File: src/rtl/seq_divider.sv
// seq_divider: iterative restoring (shift-and-subtract) divider.
// One quotient bit is produced per clock; results are presented with a
// one-cycle done pulse and held until the next completed operation or reset.
//
// Optional feature macro: SEQ_DIVIDER_SIGNED_EN
//   defined   -> two's complement operands; the sign is recorded at start,
//                magnitudes are iterated, and the results are negated at the end
//   undefined -> purely unsigned operation; no sign logic is built
//
// Ports:
//   clk          rising-edge clock
//   reset        synchronous, active-low reset
//   start        request, sampled only in IDLE
//   dividend     numerator, sampled with start
//   divisor      denominator, sampled with start
//   busy         high in ITER and DONE
//   done         one-cycle pulse when results become valid
//   quotient     result quotient (held)
//   remainder    result remainder (held)
//   div_by_zero  set with done when the divisor was 0 (held)
module seq_divider #(
    parameter int unsigned WIDTH = 8
) (
    input  logic             clk,
    input  logic             reset,
    input  logic             start,
    input  logic [WIDTH-1:0] dividend,
    input  logic [WIDTH-1:0] divisor,
    output logic             busy,
    output logic             done,
    output logic [WIDTH-1:0] quotient,
    output logic [WIDTH-1:0] remainder,
    output logic             div_by_zero
);

    localparam int unsigned CntW = $clog2(WIDTH);

    typedef enum logic [1:0] {
        StIdle = 2'd0,
        StIter = 2'd1,
        StDone = 2'd2
    } state_e;

    state_e           state_q, state_d;
    logic [WIDTH-1:0] dvsr_q, dvsr_d;
    logic [WIDTH-1:0] q_sh_q, q_sh_d;
    logic [WIDTH:0]   rem_acc_q, rem_acc_d;
    logic [CntW-1:0]  cnt_q, cnt_d;
    logic [WIDTH-1:0] quotient_q, quotient_d;
    logic [WIDTH-1:0] remainder_q, remainder_d;
    logic             dbz_q, dbz_d;

    logic [WIDTH:0]   shifted;
    logic [WIDTH:0]   trial;
    logic             q_bit;
    logic [WIDTH:0]   rem_next;
    logic [WIDTH-1:0] q_next;
    logic [WIDTH-1:0] a_mag;
    logic [WIDTH-1:0] b_mag;
    logic [WIDTH-1:0] q_final;
    logic [WIDTH-1:0] r_final;

    // The accumulator MSB only ever holds a transient borrow; it is never read back.
    logic unused_rem_msb;
    assign unused_rem_msb = rem_acc_q[WIDTH];

`ifdef SEQ_DIVIDER_SIGNED_EN
    logic sign_q_q, sign_q_d;
    logic sign_r_q, sign_r_d;
`endif

    always_comb begin
        shifted  = {rem_acc_q[WIDTH-1:0], q_sh_q[WIDTH-1]};
        trial    = shifted - {1'b0, dvsr_q};
        // A clear borrow bit means the divisor fits: keep the difference, emit a 1.
        q_bit    = ~trial[WIDTH];
        rem_next = q_bit ? trial : shifted;
        q_next   = {q_sh_q[WIDTH-2:0], q_bit};
`ifdef SEQ_DIVIDER_SIGNED_EN
        // The most negative value maps to itself, which is its correct unsigned magnitude.
        a_mag    = dividend[WIDTH-1] ? (~dividend + 1'b1) : dividend;
        b_mag    = divisor[WIDTH-1]  ? (~divisor + 1'b1)  : divisor;
        q_final  = sign_q_q ? (~q_next + 1'b1) : q_next;
        r_final  = sign_r_q ? (~rem_next[WIDTH-1:0] + 1'b1) : rem_next[WIDTH-1:0];
`else
        a_mag    = dividend;
        b_mag    = divisor;
        q_final  = q_next;
        r_final  = rem_next[WIDTH-1:0];
`endif
    end

    always_comb begin
        state_d     = state_q;
        dvsr_d      = dvsr_q;
        q_sh_d      = q_sh_q;
        rem_acc_d   = rem_acc_q;
        cnt_d       = cnt_q;
        quotient_d  = quotient_q;
        remainder_d = remainder_q;
        dbz_d       = dbz_q;
`ifdef SEQ_DIVIDER_SIGNED_EN
        sign_q_d    = sign_q_q;
        sign_r_d    = sign_r_q;
`endif
        unique case (state_q)
            StIdle: begin
                if (start) begin
                    if (divisor == '0) begin
                        quotient_d  = '1;
                        remainder_d = dividend;
                        dbz_d       = 1'b1;
                        state_d     = StDone;
                    end else begin
                        dvsr_d    = b_mag;
                        q_sh_d    = a_mag;
                        rem_acc_d = '0;
                        cnt_d     = CntW'(WIDTH - 1);
`ifdef SEQ_DIVIDER_SIGNED_EN
                        sign_q_d  = dividend[WIDTH-1] ^ divisor[WIDTH-1];
                        sign_r_d  = dividend[WIDTH-1];
`endif
                        state_d   = StIter;
                    end
                end
            end
            StIter: begin
                rem_acc_d = rem_next;
                q_sh_d    = q_next;
                cnt_d     = cnt_q - 1'b1;
                if (cnt_q == '0) begin
                    quotient_d  = q_final;
                    remainder_d = r_final;
                    dbz_d       = 1'b0;
                    state_d     = StDone;
                end
            end
            StDone: begin
                state_d = StIdle;
            end
            default: begin
                state_d = StIdle;
            end
        endcase
    end

    always_ff @(posedge clk) begin
        if (!reset) begin
            state_q     <= StIdle;
            dvsr_q      <= '0;
            q_sh_q      <= '0;
            rem_acc_q   <= '0;
            cnt_q       <= '0;
            quotient_q  <= '0;
            remainder_q <= '0;
            dbz_q       <= 1'b0;
`ifdef SEQ_DIVIDER_SIGNED_EN
            sign_q_q    <= 1'b0;
            sign_r_q    <= 1'b0;
`endif
        end else begin
            state_q     <= state_d;
            dvsr_q      <= dvsr_d;
            q_sh_q      <= q_sh_d;
            rem_acc_q   <= rem_acc_d;
            cnt_q       <= cnt_d;
            quotient_q  <= quotient_d;
            remainder_q <= remainder_d;
            dbz_q       <= dbz_d;
`ifdef SEQ_DIVIDER_SIGNED_EN
            sign_q_q    <= sign_q_d;
            sign_r_q    <= sign_r_d;
`endif
        end
    end

    assign busy        = (state_q != StIdle);
    assign done        = (state_q == StDone);
    assign quotient    = quotient_q;
    assign remainder   = remainder_q;
    assign div_by_zero = dbz_q;

endmodule

File: config.mk
export PLATFORM = sky130hd
export DESIGN_NAME = seq_divider
export DESIGN_NICKNAME = d
export VERILOG_FILES = /design/src/rtl/seq_divider.sv
export SDC_FILE = /design/constraint.sdc
export NUM_CORES = 1
export LEC_CHECK = 0
export ABC_CLOCK_PERIOD_IN_PS = 6100
export CAP_MARGIN = 20
export CORE_MARGIN = 5
export CORE_UTILIZATION = 30
export DETAILED_ROUTE_END_ITERATION = 12
export PLACE_DENSITY = 0.57
export RECOVER_POWER = 100
export SYNTH_ARGS = -nofsm -noshare
export SYNTH_HDL_FRONTEND = slang
export SYNTH_SLANG_ARGS = --single-unit
File: constraint.sdc
create_clock -name clk -period 6.1 [get_ports clk]
set_input_delay 1.83 -clock clk [delete_from_list [all_inputs] [get_ports clk]]
set_output_delay 1.83 -clock clk [all_outputs]
set_load 0.02 [all_outputs]
# Word level (Yosys, flattened, before mapping)
# Cells that the tools add are included.
# classes
add_sub_neg	2
n_eq_ne	6
muxes	26
bitwise	2
n_reduce_logical	9
# ops
cell	count
2-to-1 mux 8 bit	11
case mux 8 bit (2 select lines)	4
subtractor 9 x 8 -> 9 bit	1
zero test 8 bit	1
inequality test 2 bit (second input constant)	4
2-to-1 mux 2 bit	3
2-to-1 mux 3 bit	2
case mux 3 bit (2 select lines)	1
AND reduction 3 bit	2
case mux 2 bit (2 select lines)	1
AND reduction 4 bit	1
nonzero test 2 bit	2
zero test 3 bit	1
2-to-1 mux 1 bit	3
subtractor 3 x 1 -> 3 bit (second input constant)	1
== test 2 x 1 -> 1 bit (second input constant)	1
== test 2 bit (second input constant)	1
zero test 2 bit	1
inverter 1 bit	2
case mux 1 bit (2 select lines)	1
AND reduction 2 bit	1
# totals
register_bits	46
elab_cells	53

# Depth between registers and ports, before layout
# Gate-level depths: netlist (run 1).
# depth
word_depth	4
mapped_depth	11
ltp_nobuf	10

# Worst setup path before layout (run 1)
# Ideal clock, no wire load.
# synth_timing
kind	in2reg
start	input divisor[7]
end	register cnt_q[1]
setup_ns	0.116
arrival_ns	3.203
t_required_ns	5.984
slack_ns	2.780
stages	8
path_cell_list	nor4_1 nand2_1 buf_2 a21oi_1 nor2_1 clkbuf_1 clkbuf_1 o211a_1
# synth_via
elab_chain_cells	3
# synth_lines
element	line	rtl
start: declaration	28	input logic [WIDTH-1:0] divisor,
zero test 8 bit	109	if (divisor == '0) begin
inequality test 2 bit (no source line)	--	
AND reduction 3 bit (no source line)	--	
end signal: assignment	166	cnt_q <= cnt_d;
end: declaration	48	logic [CntW-1:0] cnt_q, cnt_d;
# No other way between the ends.
# A chain may end at the register's enable or synchronous reset.

# Final worst setup path (run 1)
# layout_timing
start	input divisor[3]
end	register remainder_q[3] (netlist: remainder[3])
# layout_via
elab_chain_cells	3
# layout_lines
element	line	rtl
zero test 8 bit	109	
inequality test 2 bit (no source line)	--	
AND reduction 4 bit (no source line)	--	
end signal: assignment	168	remainder_q <= remainder_d;
end: declaration	50	logic [WIDTH-1:0] remainder_q, remainder_d;
# No other way between the ends.

==> results.yml, run 1 <==
sta:
  timing.hold.ws_ns: 0.501
  skew_ns: 0.00353
  period_share_pct: 76.8
  max_freq_mhz: 213
  max_slew_margin_pct: 43.6
  worst_slew_pin_slew_ns: 0.843
  worst_slack_ns: 1.42
  hold_violations: 0
  fin_tns_setup_ns: 0
  slew_viol_final: 0
  min_period_ns: 4.68
  rsz0062_at_grt: "false"
  setup_viol: 0
cts:
  post_cts_resized: 0
  hold_buffers: 0
  cts_setup_buffers: 0
  h-tree-depth: 2
  numCtsBuffers: 5
  cts_root_buffer: "clkbuf_8"
  cts_tree: "yes"
  cts_num_sinks: 46
  ctsLongestPathBuffers: 2
  clkSlewWorstSetupHoldPaths_ns: 0.09
  clock_latency_ns: 0.30
global_route:
  grt_first_pass_wirelength_um: 10400
  grtUsageTotal_pct: 12.4
  grt.busiest_layer: "met1"
  grt_max_degree: 27
  antenna_found_initial: 0
  grt_overflow: 0
  use_met1_pct: 18.7
  use_met2_pct: 17.8
  grt_pass1_vias: 2005
  gr-usage-met3_pct: 2.23
place:
  hpwl_um: 4820
  place_ws_ns: 1.41
  post-place-cells: 431
  placement.io_buffers: 37
  place.gp.congestion: 0.768
  dpl_cell_area_um2: 3030
critical_path:
  crit_type: "input port to flip-flop"
  endpoint_kind: "flip-flop"
  startpoint_type: "input port"
  critPathLaunch: "divisor[3]"
  ff2ff_path_depth: 10
  worstPathArrival_ns: 4.92
  reg2reg_slack_ns: 3.19
  timing.rr.start: "cnt_q[0]"
  cp.required_ns: 6.34
  cp_max_fo: 18
  r2r-end: "remainder[3]"
logic_synthesis:
  synth_fp_nets: 335
  synthArstFlopShare_pct: 0
  syn_area_um2: 2580
  syn-instance-count: 305
  yosys_warnings: 0
  yosys.area.top_type: "dfxtp_1"
  synth-edff-count: 0
  synth-seq-cells: 46
  ys_types: 53
  syn_avg_cell_area_um2: 8.47
  yosys_most_used_dff: "dfxtp_1"
  synthDominantCellAreaShare_pct: 35.7
  synth_seq_area_share_pct: 35.7
  synthTopCellsByArea: "dfxtp_1 36%, o211a_1 6.6%, ha_1 4.8%, nand2_1 4.7%, nor2_1 4.1%"
route:
  drtIter0Drc: 89
  routed_wl_um: 6440
  vias_per_cell: 5.08
  ant_nets: 0
  first_pass_iters: 4
  drc: 0
  via_count: 2230
  wl_per_cell_um: 14.7
power_and_ir_drop:
  ir_drop_mv: 0.139
  cellPowerDensity_nw_per_um2: 294
  power.leakage_nw: 1.38
die:
  core_area_um2: 8300
  die_area_um2: 10600
  die_w_um: 103
  ioPinCount: 38
  initial_core_util_pct: 31.1
  num_rows: 33
  die_h_um: 103
run:
  cap_viol_max_count: 0
min_path:
  min_path_cells: 1
  hp-start: "rem_acc_q[7]"
  hold_end: "rem_acc_q[7]"
  hp-class: "flip-flop to flip-flop"
run_status:
  status: "finished, final reports clean"
finish:
  instances_no_fill: 439
  diodes: 0
  fin_area_um2: 3130
  fin_nets: 363
  drive_gt1_share_pct: 6.29
  syn2layout_area_growth_pct: 21.1
## metal layers
| metal | share of wire (%) | wire [um] | vias up |
|---|---|---|---|
| met5 | 0 | 0 | - |
| met4 | 0.76 | 49 | 0 |
| met3 | 3.7 | 235 | 2 |
| met2 | 45 | 2870 | 44 |
| met1 | 51 | 3280 | 1034 |
| li1 | - | - | 1150 |
## critical path, stage by stage
cell and delay (ns):
dlygate4sd3_1 0.55, nor4_1 0.43, nand2_1 0.33, a21boi_2 0.70
clkbuf_1 0.52, o2111ai_1 0.16, mux2_2 0.31, o21ai_0 0.06
## stage by stage
stage | power [mW] | util, %
2_1_floorplan | 0.626 | -
4_1_cts | 0.935 | 37.8
5_1_grt | 0.979 | 37.7
6_report | 0.920 | 37.7
3_3_place_gp | 0.717 | 36.5
3_5_place_dp | 0.718 | 36.5
## worst max path at each step
stage	cells after the start	end	slack (ns)
2_1_floorplan	8	cnt_q[1]	2.78
3_3_place_gp	7	remainder[5]	1.55
3_5_place_dp	7	remainder[5]	1.41
4_1_cts	7	remainder[5]	1.73
5_1_grt	8	remainder[6]	1.16
6_report	8	remainder[3]	1.42
## registers in the layout, summed over array words and instances, names as in the netlist
register     flops
remainder        8
rem_acc_q        8
state_q          2
cnt_q            3
dvsr_q           8
quotient         8
div_by_zero      1
q_sh_q           8
## cell usage after synthesis, drive strengths merged (2+ instances only)
| cell type | instances |
|---|---|
| a31oi | 5 |
| dfxtp | 46 |
| mux2 | 3 |
| nand4 | 3 |
| or2 | 2 |
| and2 | 3 |
| o211a | 17 |
| ha | 10 |
| inv | 14 |
| nor4 | 2 |
| nor2b | 10 |
| a21oi | 13 |
| clkbuf | 13 |
| nand2b | 7 |
| or4b | 2 |
| or3 | 2 |
| nor3 | 3 |
| mux2i | 8 |
| nand3 | 10 |
| o21a | 7 |
| xnor2 | 2 |
| buf | 7 |
| o2111ai | 5 |
| nand2 | 32 |
| a211oi | 2 |
| xor2 | 3 |
| nor2 | 30 |
| a21o | 2 |
| a21boi | 3 |
| o211ai | 3 |
| o21ai | 17 |
| o2bb2ai | 8 |
## kinds of logic after synthesis
family | after synthesis | share of synthesized area [%]
AOI/OAI and AO/OA | 88 | 25.3
xor gates and xnor gates | 5 | 1.70
DFF | 46 | 35.7
adders and majority gates | 11 | 5.62
and+or+nand+nor | 110 | 21.5
muxes | 11 | 4.89
buffers and inverters | 34 | 5.33
## cells in the final DEF, fill, tap and decap left out, types with 3 or more instances in the layout
| cell | n |
|---|---|
| dfxtp_1 | 46 |
| nand2_1 | 32 |
| nor2_1 | 28 |
| dlygate4sd3_1 | 20 |
| o211a_1 | 17 |
| clkdlybuf4s50_1 | 17 |
| o21ai_0 | 16 |
| inv_1 | 14 |
| a21oi_1 | 13 |
| nor2b_1 | 10 |
| nand3_1 | 10 |
| ha_1 | 10 |
| o2bb2ai_1 | 8 |
| nand2b_1 | 7 |
| mux2i_1 | 7 |
| o21a_1 | 7 |
| clkbuf_8 | 7 |
| a31oi_1 | 5 |
| o2111ai_1 | 5 |
| o211ai_1 | 3 |
| xor2_1 | 3 |
| mux2_2 | 3 |
| nand4_1 | 3 |
## report_power, final
part / switching, mW / internal [mW] / total (mW)
clock network: 0.109 / 0.104 / 0.213
registers: 0.0229 / 0.330 / 0.353
logic: 0.203 / 0.151 / 0.354
total: 0.335 / 0.585 / 0.920
## layout make-up
type                    instances  area (um2)
multi-input cells             225        1520
clock buffers                   7        96.3
repair buffers                 41         393
well taps                     105         131
flip-flops and latches         46         921
fillers                       845        5170
inverters                      14        52.6
clock inverters                 1        8.76
Note: power is estimated with default switching activity, not from simulation.
==> run 2, diff against run 1 <==
--- a/config.mk
+++ b/config.mk
@@ -5,7 +5,7 @@
 export SDC_FILE = /design/constraint.sdc
 export NUM_CORES = 1
 export LEC_CHECK = 0
-export ABC_CLOCK_PERIOD_IN_PS = 6100
+export ABC_CLOCK_PERIOD_IN_PS = 4450
 export CAP_MARGIN = 20
 export CORE_MARGIN = 5
 export CORE_UTILIZATION = 30
==> constraint.sdc (replaced) <==
create_clock -name clk -period 4.45 [get_ports clk]
set_input_delay 1.335 -clock clk [delete_from_list [all_inputs] [get_ports clk]]
set_output_delay 1.335 -clock clk [all_outputs]
set_load 0.02 [all_outputs]
==> run 2 against run 1 <==
Against the previous run:
- global-route usage up 0.20 points
- sequential share of layout area is 0.21 points lower
- combinational power grew 38%
- utilization rose by 0.27 points
- final cell count up 0.91%
- critical path type unchanged
- critical endpoint is now rem_acc_q[0]
- largest power group unchanged
==> results.yml, run 2 (synthesis results as in run 1) <==
run_status:
  status: "finished, final reports clean"
route:
  via_count: 2249
  first_pass_iters: 4
  vias_per_cell: 5.08
  wl_per_cell_um: 14.5
  drtIter0Drc: 104
  ant_nets: 0
  drc: 0
  routed_wl_um: 6440
global_route:
  grt.busiest_layer: "met2"
  grt_overflow: 0
  grt_pass1_vias: 2107
  gr-usage-met3_pct: 2.10
  antenna_found_initial: 0
  use_met1_pct: 17.9
  grt_max_degree: 26
  grt_first_pass_wirelength_um: 10600
  grtUsageTotal_pct: 12.6
  use_met2_pct: 19.4
die:
  die_w_um: 103
  num_rows: 33
  core_area_um2: 8300
  die_area_um2: 10600
  initial_core_util_pct: 31.1
  ioPinCount: 38
  die_h_um: 103
finish:
  diodes: 0
  multiInputGateArea_um2: 1520
  fin_nets: 367
  fin_area_um2: 3150
  utilization_pct: 37.9
  seq_area_um2: 921
  fill_cells: 846
  final_common_cell: "dfxtp_1"
  layout_common_cells: "46 x dfxtp_1, 32 x nand2_1, 28 x nor2_1"
  syn2layout_area_growth_pct: 21.9
  drive_gt1_share_pct: 6.51
cts:
  clock_latency_ns: 0.30
  cts_setup_buffers: 0
  cts_root_buffer: "clkbuf_8"
  numCtsBuffers: 5
  ctsLongestPathBuffers: 2
  hold_buffers: 0
  cts_num_sinks: 46
  cts_tree: "yes"
  h-tree-depth: 2
  post_cts_resized: 0
  clkSlewWorstSetupHoldPaths_ns: 0.09
sta:
  skew_ns: 0.00980
  max_slew_margin_pct: 47.3
  setup_viol: 0
  fin_tns_setup_ns: 0
  slew_viol_final: 0
  max_freq_mhz: 266
  min_period_ns: 3.76
  hold_violations: 0
  period_share_pct: 84.5
  rsz0062_at_grt: "false"
  worst_slew_pin_slew_ns: 0.788
critical_path:
  critPathSlowestCell: "nor2b_1"
  worstPathArrival_ns: 3.99
  cp_top_family: "simple AND/OR/NAND/NOR gates"
  cp.buffers_inverters: 3
  startpoint_type: "input port"
  cp.required_ns: 4.68
  endpoint_kind: "flip-flop"
  cpMostUsedCell: "clkbuf_1"
  crit_type: "input port to flip-flop"
  cp_cell_sequence: "dlygate4sd3_1 > nor4_1 > nand2_1 > clkbuf_1 > a21oi_1 > nor2_1 > clkbuf_1 > nor2b_1 > o2bb2ai_1"
  cp_max_fo: 11
  slowest_delay_ns: 0.57
power_and_ir_drop:
  p_total_mw: 1.28
  cellPowerDensity_nw_per_um2: 407
  ir_drop_mv: 0.160
  power.leakage_nw: 1.39
place:
  dpl_cell_area_um2: 3060
  place.gp.congestion: 0.784
  hpwl_um: 4830
  placement.io_buffers: 37
run:
  cap_viol_max_count: 0
min_path:
  hp-class: "flip-flop to flip-flop"
## run 2: worst register-to-register path: cells and delay by family (launching register included)
family | cells | cell delay, ns
multiplexers | 1 | 0.23
adder cells (fa/ha/maj) | 2 | 0.57
AO/OA/AOI/OAI | 1 | 0.36
buffers and inverters | 2 | 0.13
AND/OR/NAND/NOR | 4 | 1.05
flip-flops | 1 | 0.38
## run 2: routing by layer
layer	wire [um]	part of all wire, %	vias to the layer above
met5	0	0	-
met4	80	1.2	0
met2	2910	45	40
li1	-	-	1158
met1	3270	51	1045
met3	178	2.8	6
## run 2: cell type report
class / instances / area share (%)
Sequential cell: 46 / 29.2
Multi-Input combinational cell: 225 / 48.4
Tap cell: 105 / 4.17
Timing Repair Buffer: 45 / 13.1
Inverter: 14 / 1.67
Clock buffer: 5 / 2.19
Clock inverter: 3 / 1.27
## run 2: report_power, final
| part | total (mW) | internal (mW) | switching (mW) |
|---|---|---|---|
| clock | 0.310 | 0.166 | 0.144 |
| combinational | 0.489 | 0.210 | 0.280 |
| sequential | 0.484 | 0.452 | 0.0314 |
| total | 1.28 | 0.827 | 0.456 |
## run 2: final timing paths
kind,start,end,slack [ns],depth (start not counted)
max,divisor[3],rem_acc_q[0],0.69,9
min,quotient[3],quotient[3],0.50,1
max reg2reg,q_sh_q[7],remainder[6],1.64,10
min reg2reg,quotient[3],quotient[3],0.50,1
## run 2: metrics by stage
stage	worst slack [ns]	hold WS [ns]	std cells
after floorplan	1.63	0.451	305
after global placement	0.758	0.479	435
after detailed placement	0.676	0.483	435
after CTS	0.991	0.504	443
after global routing	0.463	0.515	443
final	0.689	0.500	443
